===== config.mk =====
export PLATFORM = sky130hd
export DESIGN_NAME = seq_gen_controller
export DESIGN_NICKNAME = d
export VERILOG_FILES = /design/src/rtl/seq_gen_controller.sv
export SDC_FILE = /design/constraint.sdc
export NUM_CORES = 1
export LEC_CHECK = 0
export ABC_CLOCK_PERIOD_IN_PS = 2050
export CELL_PAD_IN_SITES_DETAIL_PLACEMENT = 1
export CELL_PAD_IN_SITES_GLOBAL_PLACEMENT = 2
export CORE_AREA = 2 2 80 82
export CTS_BUF_LIST = sky130_fd_sc_hd__clkbuf_2
export DETAILED_ROUTE_END_ITERATION = 16
export DIE_AREA = 0 0 82 84
export PLACE_DENSITY_LB_ADDON = 0.2
export SETUP_SLACK_MARGIN = 0.15
export SYNTH_ARGS = -nofsm -noshare
export SYNTH_HDL_FRONTEND = slang
export SYNTH_SLANG_ARGS = --single-unit

===== constraint.sdc =====
create_clock -name Clk -period 2.05 [get_ports Clk]
set_input_delay 0.615 -clock Clk [delete_from_list [all_inputs] [get_ports Clk]]
set_output_delay 0.615 -clock Clk [all_outputs]
set_load 0.05 [all_outputs]

===== src/rtl/seq_gen_controller.sv =====
`default_nettype none
// +----------------------------------------------------------------------------+
// | seq_gen_controller                                                         |
// | Fills the 32x4 sequence RAM with LFSR digits in 1..Max and owns its port.  |
// | Revision: 1.0                                                              |
// +----------------------------------------------------------------------------+
module seq_gen_controller #(
  parameter logic [15:0] SEED      = 16'hACE1,
  parameter logic [3:0]  MAX_TRIES = 4'd15,
  parameter logic [3:0]  FALLBACK  = 4'd1
) (
  input  logic       Clk,
  input  logic       Rst,
  input  logic       GoGen,
  input  logic [1:0] Diff,
  input  logic [4:0] Stage,
  input  logic [4:0] SeqAddr,
  input  logic [3:0] RAMDataOut,
  output logic [4:0] RAMAddr,
  output logic [3:0] RAMDataIn,
  output logic       RAMWrEn,
  output logic [3:0] RAMOutput,
  output logic       FinGen,
  output logic       Busy
);

  typedef enum logic [1:0] {
    S_IDLE  = 2'd0,
    S_DRAW  = 2'd1,
    S_WRITE = 2'd2,
    S_DONE  = 2'd3
  } state_t;

  state_t      r_state;
  logic [15:0] r_lfsr;
  logic [4:0]  r_idx;
  logic [4:0]  r_last;
  logic [3:0]  r_tries;
  logic [3:0]  r_max;

  logic        w_fb;
  logic [3:0]  w_cand;
  logic        w_candOk;
  logic [3:0]  w_diffMax;

  assign w_fb     = r_lfsr[15] ^ r_lfsr[13] ^ r_lfsr[12] ^ r_lfsr[10];
  assign w_cand   = r_lfsr[3:0];
  assign w_candOk = (w_cand != 4'd0) && (w_cand <= r_max);

  always_comb begin
    w_diffMax = 4'd4;
    case (Diff)
      2'b10:   w_diffMax = 4'd6;
      2'b11:   w_diffMax = 4'd9;
      default: w_diffMax = 4'd4;
    endcase
  end

  assign RAMAddr   = Busy ? r_idx : SeqAddr;
  assign RAMOutput = RAMDataOut;

  // Free-running so the player's timing decides where in the sequence a draw lands.
  always_ff @(posedge Clk) begin
    if (Rst) begin
      r_lfsr <= SEED;
    end else begin
      r_lfsr <= {r_lfsr[14:0], w_fb};
    end
  end

  always_ff @(posedge Clk) begin
    if (Rst) begin
      r_state   <= S_IDLE;
      RAMWrEn   <= 1'b0;
      RAMDataIn <= 4'd0;
      FinGen    <= 1'b0;
      Busy      <= 1'b0;
      r_idx     <= 5'd0;
      r_last    <= 5'd0;
      r_tries   <= 4'd0;
      r_max     <= 4'd4;
    end else begin
      RAMWrEn <= 1'b0;
      FinGen  <= 1'b0;
      case (r_state)
        S_IDLE: begin
          if (GoGen) begin
            r_max   <= w_diffMax;
            r_last  <= Stage;
            r_idx   <= 5'd0;
            r_tries <= 4'd0;
            Busy    <= 1'b1;
            r_state <= S_DRAW;
          end
        end
        S_DRAW: begin
          if (w_candOk) begin
            RAMDataIn <= w_cand;
            RAMWrEn   <= 1'b1;
            r_state   <= S_WRITE;
          end else if (r_tries == MAX_TRIES) begin
            RAMDataIn <= FALLBACK;
            RAMWrEn   <= 1'b1;
            r_state   <= S_WRITE;
          end else begin
            r_tries <= r_tries + 4'd1;
          end
        end
        S_WRITE: begin
          r_tries <= 4'd0;
          // Compare before incrementing so Stage=31 finishes without Idx wrapping.
          if (r_idx == r_last) begin
            FinGen  <= 1'b1;
            r_state <= S_DONE;
          end else begin
            r_idx   <= r_idx + 5'd1;
            r_state <= S_DRAW;
          end
        end
        S_DONE: begin
          Busy    <= 1'b0;
          r_state <= S_IDLE;
        end
        default: r_state <= S_IDLE;
      endcase
    end
  end

endmodule
`default_nettype wire


==> key figures <==
Global route
  • First-pass GRT wire length: about 8000 µm
  • Largest net degree at the start of global routing: 30
  • Initial antenna violation count: 0
  • Vias in the first global route: around 1.6k
  • Grt ovf: 0
  • Total global-route track usage: 15.1%

STA
  • Slew Limit Fails: 0
  • Max frequency: 0.502 GHz
  • Rel. slew slack: about three quarters
  • Final count of hold timing violations: 0
  • Setup TNS Final: 0 ns
  • Finish-stage setup viols: 0
  • RSZ-0062 raised after global routing: true
  • Tmin final: 1.99 ns
  • Part of the cycle the worst path needs: 97.2%
  • WHS: 0.446 ns
  • Final worst slack: 0.0568 ns
  • Slew @ Worst Pin: 0.398 ns
  • Final Skew: around 0.013 ns

Synth
  • Register bit total from synthesis: 42
  • Register area share after synthesis: 43.2%
  • Adder-cell share of the synthesized area: 3.86%
  • Xor and xnor area share after synthesis: 3.60%
  • Largest family of logic cells by synthesized area: simple AND/OR/NAND/NOR gates
  • Post-synthesis compound-gate area fraction: between 10% and 20%
  • Synth Warn #: 0
  • EDFF count, synth: 0
  • Synth async-reset ratio: 0%
  • Netlist cell types: between 40 and 50
  • Mux cell area share after synthesis: 8.81%
  • Prevailing post-synth register cell: dfxtp_1
  • Net count after synthesis: 232
  • Post-Syn Instances: 207
  • Mean area per synthesized cell: 9.40 µm²
  • Post-synthesis simple-gate area fraction: ~22%
  • Synthesized cell area: ~2000 µm²

Layout
  • Final Cell Area: 2490 µm²
  • Filler Cell Count: a little over 700
  • Share of layout cells above drive strength 1: between 20% and 30%
  • Final Non-Filler Cells: approximately 320
  • P&R area growth vs syn: 27.8%
  • Antenna diodes: 0
  • Final nets: 265
  • Finished Core Util: 40.8%

Floorplanning
  • Die Y-Extent: 84 µm
  • Area of the die: 6890 µm²
  • Starting Density: around a third
  • I/O pin cnt: 35
  • Total core area: 6100 µm²
  • Die X: a little over 80 µm
  • Row count: 29

Place
  • Dpl hpwl: 3410 µm
  • Placed cells: 308
  • Post-place setup slack: -0.0288 ns
  • GP Congestion: 0.728
  • Placed cell areas: 2370 µm²
  • Port Buf Inserts: 26

Detailed routing
  • Via count: ~1.6k
  • Wire length per cell: 15.0 µm
  • Routed WL: roughly 4800 µm
  • Initial DRC count: 49
  • Drt pass-1 iters: 2
  • Drt drc: 0
  • Vias per cell: 4.99
  • Antenna-violating nets left: 0

Worst setup path
  • R2R cell count: 7
  • R2R Setup Slk: about 0.28 ns
  • WP data arrival: 1.38 ns
  • Crit Path Category: reg -> out
  • Worst EP required: approximately 1.4 ns
  • Critical path capture point type: primary output
  • Worst R2R End: RAMDataIn[0]
  • Worst flop-to-flop path startpoint: r_lfsr[0]
  • CP Max Fanout: 8
  • Startpoint types: flip-flop

Clock network
  • Max Root-Sink Buffers: 2
  • CTS sink cnt: 42
  • CTS tree: done
  • H-Tree Level Count: 2
  • CTS Buf Count: 5
  • Clk pin slew, worst setup/hold paths: 0.24 ns
  • # hold bufs at CTS: 0
  • Root Driver: clkbuf_2
  • Worst-Skew Late Latency: approximately 0.42 ns

Pwr
  • Net Sw Power: 0.647 mW
  • P_int: about 1.2 mW
  • Clock share of power: between 20% and 30%
  • Net switching fraction of the power: between 30% and 40%
  • Pwr Total: approximately 1.9 mW
  • Worst IR Drop VDD: 0.000288 V
  • Combinational share of power: 27.9%
  • Reg power frac: around 50%
  • Leakage Power: 1.01 nW
  • PwrDens: roughly 750 nW/µm²

Hold path
  • Worst min-delay path endpoint: r_lfsr[15]
  • Worst hold stages: 1
  • Hold path start: r_lfsr[14]
  • Hold Path Class: reg -> reg

Status
  • Status: finished clean

Flow run
  • Max-Cap Viols: 0
## layout by cell type, fill, tap and decap left out, types with 2 or more instances in the layout
cell type        netlist  routed
nand2_1               14      14
nand3_1                4       4
o211ai_1               3       3
and3_1                 2       2
clkbuf_2               0       5
nor4_1                 3       3
inv_1                  6       6
a211oi_1               2       2
a21oi_1               13      13
nand2b_1               3       3
nor2_1                13      13
nor2b_1                9       8
nor3_1                 2       2
or3_1                  4       4
buf_12                 0       7
xor2_1                 6       6
buf_4                  4      18
nand3b_1               2       2
mux2i_1               10      10
nand4_1                9       9
xnor2_1                2       2
mux2_4                 1       6
or2_2                  7       7
o21ai_0                3       3
inv_6                  0       3
a31oi_1                6       6
dfxtp_2                0       2
ha_1                   6       5
dfxtp_1               42      39
clkdlybuf4s50_1        0       9
dlygate4sd2_1          0       5
## cell families after synthesis
group / count (synthesis)
buf+inv: 19
flops: 42
compound gates: 38
simple gates: 78
fa+ha+maj: 6
mux: 16
xor+xnor: 8
## worst max-delay path, cell delays in order (launching register included)
cell	delay, ns
dfxtp_4	0.48
mux2_4	0.33
buf_12	0.15
## sequential cells by signal, indices dropped and copies added (netlist names)
name	count
r_tries	4
r_state	2
RAMDataIn	4
r_max	3
RAMWrEn	1
r_lfsr	16
FinGen	1
r_idx	5
r_last	5
Busy	1
## worst max-delay path by stage
| stage | slack [ns] | endpoint | start |
|---|---|---|---|
| floorplan | 0.20 | RAMAddr[0] | Busy |
| global placement | -0.008 | RAMAddr[1] | SeqAddr[1] |
| detailed placement | -0.03 | RAMAddr[1] | SeqAddr[1] |
| CTS | 0.01 | RAMAddr[1] | Busy |
| global route | -0.03 | RAMAddr[1] | Busy |
| finish | 0.06 | RAMAddr[1] | Busy |
## Yosys cell counts (all sizes together) (4+ instances only)
| cell | number | share of area [%] |
|---|---|---|
| mux2 | 6 | 3.7 |
| a31oi | 6 | 1.9 |
| or2 | 7 | 2.3 |
| a21oi | 13 | 3.3 |
| or3 | 4 | 1.3 |
| nand2 | 14 | 2.7 |
| nand3 | 4 | 1.0 |
| o21ai | 4 | 1.0 |
| clkbuf | 4 | 0.77 |
| inv | 6 | 1.2 |
| ha | 6 | 3.9 |
| mux2i | 10 | 5.1 |
| nand4 | 9 | 2.9 |
| dfxtp | 42 | 43 |
| nor2b | 9 | 2.9 |
| nor2 | 13 | 2.5 |
| xor2 | 6 | 2.7 |
| buf | 9 | 3.1 |
## cell type report
| cell class | instances | area (µm²) | area share (%) |
|---|---|---|---|
| Multi-Input combinational cell | 146 | 1060 | 42.6 |
| Sequential cell | 42 | 847 | 34.1 |
| Timing Repair Buffer | 39 | 409 | 16.5 |
| Tap cell | 77 | 96.3 | 3.88 |
| Clock inverter | 3 | 26.3 | 1.06 |
| Clock buffer | 5 | 25.0 | 1.01 |
| Inverter | 6 | 22.5 | 0.906 |
## per-layer routing
| layer | up-vias | share of wire (%) | track usage [%] |
|---|---|---|---|
| li1 | 800 | - | - |
| met3 | 6 | 3.3 | 3.35 |
| met2 | 27 | 47 | 24.3 |
| met4 | 0 | 1.3 | 4.55 |
| met1 | 753 | 49 | 19.9 |
| met5 | - | 0 | 0 |
## power by group through the flow
stage	combinational [mW]	clock, mW	sequential [mW]
after floorplan	0.305	0	0.956
after global placement	0.499	0	0.941
after detailed placement	0.504	0	0.942
after CTS	0.510	0.443	0.930
after global routing	0.566	0.479	0.941
final	0.523	0.419	0.930
## what timing repair did
item,4_1_cts,5_1_grt
hold endpoints to repair,0,0
setup buffers,0,2
endpoints found under the setup margin,5,10
pin swaps,0,1
resized for setup,11,7
Note: power is estimated with default switching activity, not from simulation.
